**src/rtl/button_debounce_scen_pkg.sv**
```systemverilog
// button_debounce_scen_pkg: shared one-hot state encoding and counter sizing for button input stages
package button_debounce_scen_pkg;

    typedef enum logic [6:0] {
        ST_INIT   = 7'b0000001,
        ST_WQ     = 7'b0000010,
        ST_SCEN   = 7'b0000100,
        ST_HOLD   = 7'b0001000,
        ST_MCEN   = 7'b0010000,
        ST_REPEAT = 7'b0100000,
        ST_WFQ    = 7'b1000000
    } state_t;

    // Width of a counter that must reach the largest of three terminal counts minus one
    function automatic int cnt_width(input int a, input int b, input int c);
        int m;
        m = (a > b) ? a : b;
        m = (m > c) ? m : c;
        return (m < 2) ? 1 : $clog2(m);
    endfunction

endpackage

```
**src/rtl/button_debounce_scen_debounce_channel.sv**
```systemverilog
// debounce_channel: synchroniser, debounce FSM and repeat counter for a single push-button
module debounce_channel
    import button_debounce_scen_pkg::*;
#(
    parameter int DEBOUNCE_CYC = 1000000,
    parameter int REPEAT_DELAY = 25000000,
    parameter int REPEAT_RATE  = 5000000
) (
    input  logic clk,
    input  logic reset,
    input  logic btn_raw,
    output logic dpb,
    output logic scen,
    output logic mcen
);

    localparam int CW = cnt_width(DEBOUNCE_CYC, REPEAT_DELAY, REPEAT_RATE);
    localparam logic [CW-1:0] DEB_END = CW'(DEBOUNCE_CYC - 1);
    localparam logic [CW-1:0] DLY_END = CW'(REPEAT_DELAY - 1);
    localparam logic [CW-1:0] RPT_END = CW'(REPEAT_RATE - 1);

    logic [1:0]    sync_q, sync_d;
    logic          s;
    state_t        state_q, state_d;
    logic [CW-1:0] cnt_q, cnt_d, cnt_inc;
    logic          dpb_q, dpb_d, scen_q, scen_d, mcen_q, mcen_d;

    assign s       = sync_q[1];
    assign cnt_inc = cnt_q + 1'b1;
    assign dpb     = dpb_q;
    assign scen    = scen_q;
    assign mcen    = mcen_q;

    // Next state, counter and outputs; outputs decode the current state so they lag it by one edge
    always_comb begin
        sync_d  = {sync_q[0], btn_raw};
        state_d = state_q;
        cnt_d   = cnt_inc;
        case (state_q)
            ST_INIT: begin
                state_d = s ? ST_WQ : ST_INIT;
                cnt_d   = '0;
            end
            ST_WQ: begin
                state_d = !s ? ST_INIT : (cnt_q == DEB_END) ? ST_SCEN : ST_WQ;
                cnt_d   = (!s || cnt_q == DEB_END) ? '0 : cnt_inc;
            end
            ST_SCEN: begin
                state_d = ST_HOLD;
                cnt_d   = '0;
            end
            ST_HOLD: begin
                state_d = !s ? ST_WFQ : (cnt_q == DLY_END) ? ST_MCEN : ST_HOLD;
                cnt_d   = (!s || cnt_q == DLY_END) ? '0 : cnt_inc;
            end
            ST_MCEN: begin
                state_d = ST_REPEAT;
                cnt_d   = '0;
            end
            ST_REPEAT: begin
                state_d = !s ? ST_WFQ : (cnt_q == RPT_END) ? ST_MCEN : ST_REPEAT;
                cnt_d   = (!s || cnt_q == RPT_END) ? '0 : cnt_inc;
            end
            ST_WFQ: begin
                state_d = (!s && cnt_q == DEB_END) ? ST_INIT : ST_WFQ;
                cnt_d   = (s || cnt_q == DEB_END) ? '0 : cnt_inc;
            end
            default: begin
                state_d = ST_INIT;
                cnt_d   = '0;
            end
        endcase
        dpb_d  = (state_q != ST_INIT) && (state_q != ST_WQ);
        scen_d = (state_q == ST_SCEN);
        mcen_d = (state_q == ST_SCEN) || (state_q == ST_MCEN);
    end

    // All channel state; reset clears outputs immediately, independent of clk
    always_ff @(posedge clk or negedge reset) begin
        if (!reset) begin
            sync_q  <= '0;
            state_q <= ST_INIT;
            cnt_q   <= '0;
            dpb_q   <= 1'b0;
            scen_q  <= 1'b0;
            mcen_q  <= 1'b0;
        end else begin
            sync_q  <= sync_d;
            state_q <= state_d;
            cnt_q   <= cnt_d;
            dpb_q   <= dpb_d;
            scen_q  <= scen_d;
            mcen_q  <= mcen_d;
        end
    end

endmodule

```
**src/rtl/button_debounce_scen.sv**
```systemverilog
// button_debounce_scen: N independent debounced button channels with press and auto-repeat enables
module button_debounce_scen #(
    parameter int N_BTN        = 4,
    parameter int DEBOUNCE_CYC = 1000000,
    parameter int REPEAT_DELAY = 25000000,
    parameter int REPEAT_RATE  = 5000000
) (
    input  logic             clk,
    input  logic             reset,
    input  logic [N_BTN-1:0] btn_raw,
    output logic [N_BTN-1:0] DPBs,
    output logic [N_BTN-1:0] SCENs,
    output logic [N_BTN-1:0] MCENs
);

    for (genvar i = 0; i < N_BTN; i++) begin : g_ch
        debounce_channel #(
            .DEBOUNCE_CYC(DEBOUNCE_CYC),
            .REPEAT_DELAY(REPEAT_DELAY),
            .REPEAT_RATE (REPEAT_RATE)
        ) u_ch (
            .clk    (clk),
            .reset  (reset),
            .btn_raw(btn_raw[i]),
            .dpb    (DPBs[i]),
            .scen   (SCENs[i]),
            .mcen   (MCENs[i])
        );
    end

endmodule

```
**config.mk**
```make
export PLATFORM = sky130hd
export DESIGN_NAME = button_debounce_scen
export DESIGN_NICKNAME = d
export VERILOG_FILES = /design/src/rtl/button_debounce_scen_pkg.sv /design/src/rtl/button_debounce_scen_debounce_channel.sv /design/src/rtl/button_debounce_scen.sv
export SDC_FILE = /design/constraint.sdc
export NUM_CORES = 1
export LEC_CHECK = 0
export BUFFER_PORTS_ARGS = -buffer_cell sky130_fd_sc_hd__buf_2
export CAP_MARGIN = 20
export CELL_PAD_IN_SITES_DETAIL_PLACEMENT = 0
export CELL_PAD_IN_SITES_GLOBAL_PLACEMENT = 1
export CORE_AREA = 2 2 174 159
export DETAILED_ROUTE_END_ITERATION = 12
export DIE_AREA = 0 0 176 161
export PLACE_DENSITY = 0.59
export RECOVER_POWER = 50
export SETUP_SLACK_MARGIN = 0.3
export SKIP_CTS_REPAIR_TIMING = 1
export SYNTH_ARGS = -nofsm -noshare
export SYNTH_HDL_FRONTEND = slang
export SYNTH_SLANG_ARGS = --single-unit
```
**constraint.sdc**
```tcl
create_clock -name clk -period 7.18 [get_ports clk]
set_clock_uncertainty 0.15 [all_clocks]
set_input_delay 0.718 -clock clk [delete_from_list [all_inputs] [get_ports clk]]
set_output_delay 0.718 -clock clk [all_outputs]
set_load 0.05 [all_outputs]
```
==> reports/metrics.csv <==
metric;value;unit
wire per inst;13.96;um
Clk Latency, worst-skew pair;0.42;ns
synthesis-stage register bit count;148;
Avg Cell Area, Syn;9.382;um2
FF-to-FF setup slack;4.11;ns
# DRC;0;
worst-path maximum fanout;73;
sequential fraction of the synthesis area;47.11;%
H-tree depth;4;
Multi-input gate area;3887;um2
power per cell area;242.4;nW/um2
unrepaired setup endpoints after global routing;false;
Worst-Margin Slew;4.088;ns
leakage;3.433;nW
Top FF cell, synth;dfrtp_1;
commonest non-fill, non-tap cells in the layout;dfrtp_1 (144), nor2_1 (85), xor2_1 (62);
CP endpoint kind;async pin;
Max Slew Vio Count;74;
CP max-delay cell;clkbuf_1;
Placement Rows;57;
vias in the first global route;5787;
final hold vios;0;
dpl hpwl;11.09;mm
clock-pin slew on the worst setup and hold paths;0.06;ns
Worst setup SP type;input pin;
Fmax;232.5;MHz
Hold Crit Class;flop to flop;
Root Buffer;clkbuf_16;
pin count of the biggest net entering global routing;77;
ANT cells;0;
Yosys cell types;63;
layout cells sized above 1;11.38;%
CP Cell Sequence;clkbuf_1 > clkbuf_1 > buf_16;
routing usage on met3;2.613;%
number of synthesis warnings;0;
fin crit share;59.90;%
via count;5976;
most area-hungry cell type in the Yosys netlist;dfrtp_1;
drt via density;4.955;
Most common cell on crit path;clkbuf_1;
post-synth top area share;45.78;%
status;complete, but fails checks;
critical path class;input pin to async pin;
TritonRoute pass-1 iters;6;
CP max stage delay;2.81;ns
synth top area cells;dfrtp_1 (46%), xor2_1 (6.9%), xnor2_1 (4.1%);
WP buf/inv;3;
Final #Nets;849;
met1 usage;18.88;%
commonest non-fill, non-tap cell in the layout;dfrtp_1;
min cycle time layout;4.301;ns
EDFF count, synth;0;
endpoints failing setup;0;
total track usage;12.84;%
total area of sequential cells;3709;um2
Die Y;161;um
Die ar.;28340;um2
fillers;2719;
Area growth, synth to finish;12.73;%
crit path DAT;4.68;ns
GR peak layer;met2;
gr ovfl total;0;
ys async rst share;100.0;%
DR iter-0 viols;474;
Overall Power;2.151;mW
Initial Utilization;29.59;%
met2 Use GR;19.17;%
CTS tree;yes;
syn_nets;849;
Die X;176;um
CP delay by family, top;buffers and inverters;
initial antenna violation count;0;
Max Root-Sink Buffers;2;
violated checks;max-capacitance violations, max-slew violations;
gate count of the mapped netlist;839;
num ports;18;
Required @ worst endpoint;7.56;ns
WL final;16.84;mm
port bufs;17;
Core Area;26600;um2
Final Wtd Congestion;0.7633;
Max-slew headroom;-172.5;%
Max-cap violations;1;
Max VDD drop;0.1779;mV
first-pass GRT wire length;29.88;mm
Final TNS setup;0;ns
CTS buffer count;17;
Final ANT Viol Nets;0;
post-synthesis cell area;7871;um2
Clock Sinks;148;
## worst paths after layout
check / start / to / depth (start not counted)
hold reg to reg: g_ch[0].u_ch.sync_q[0] / g_ch[0].u_ch.sync_q[1] / 0
min in group asynchronous: reset / g_ch[2].u_ch.dpb / 1
setup reg to reg: g_ch[2].u_ch.cnt_q[7] / g_ch[2].u_ch.cnt_q[1] / 5
hold / removal: g_ch[0].u_ch.sync_q[0] / g_ch[0].u_ch.sync_q[1] / 0
max in group clk: g_ch[2].u_ch.cnt_q[7] / g_ch[2].u_ch.cnt_q[1] / 5
setup / recovery: reset / g_ch[0].u_ch.state_q[0] / 3
## registers in the layout, summed over array words and instances, names as in the netlist
| register | flops |
|---|---|
| g_ch.u_ch.cnt_q | 100 |
| g_ch.u_ch.dpb | 4 |
| g_ch.u_ch.mcen | 4 |
| g_ch.u_ch.scen | 4 |
| g_ch.u_ch.state_q | 28 |
| g_ch.u_ch.sync_q | 8 |
## final cells by class
class / count / share of cell area (%)
Multi-Input combinational cell: 632 / 43.81
Tap cell: 354 / 4.992
Clock inverter: 12 / 1.720
Sequential cell: 148 / 41.79
Clock buffer: 20 / 5.259
Timing Repair Buffer: 26 / 1.833
Inverter: 14 / 0.5922
## power by group
part / switching (mW) / internal, mW / total, mW
clock network: 0.358 / 0.574 / 0.933
logic: 0.199 / 0.0966 / 0.296
registers: 0.0438 / 0.879 / 0.922
## layer usage
metal / routed length [um] / up-vias
met5: 0 / -
met2: 7494 / 61
met1: 8819 / 2942
li1: - / 2965
met3: 398 / 8
met4: 127 / 0
## kinds of logic (layout without fill, tap and decap cells)
family	after synthesis	count (layout)	share of synthesized area [%]
flops	148	148	47.11
xor+xnor	99	99	11.02
buf+inv	59	72	3.577
simple gates	434	434	29.82
compound gates	95	95	7.837
fa+ha+maj	4	4	0.6359
## cells in the mapped netlist (3+ instances only)
cell type  number
dfrtp_1       144
nor2_1         85
xor2_1         62
nand2_1        61
nor3_1         50
nand3_1        44
nand4_1        41
xnor2_1        37
a21oi_1        35
clkbuf_1       29
nand2b_1       23
nor4_1         23
nor2_2         20
o21ai_0        20
inv_1          14
and3_1         12
buf_4          12
nor2b_1        12
nand3b_1       10
a211oi_1        9
nor4b_1         7
or4_1           6
or2_2           5
or3_1           5
and2_1          4
and4_1          4
dfstp_2         4
ha_1            4
nand4b_1        4
nor3b_1         4
or3b_2          3
or4b_1          3
## metrics by stage
stage                     hold slack, ns  worst slack [ns]  cells  instance area (um2)  utilization (%)
after detailed placement          0.1862             4.085   1171                 8228            30.93
after CTS                         0.1891             4.077   1203                 8847            33.26
after global placement            0.1834             4.144   1171                 8228            30.93
after floorplan                   0.1812             4.363    839                 7871                -
after global routing              0.2108             2.022   1206                 8874            33.36
final                             0.1967             2.879   1206                 8874            33.36
(Power assumes the default switching activity.)
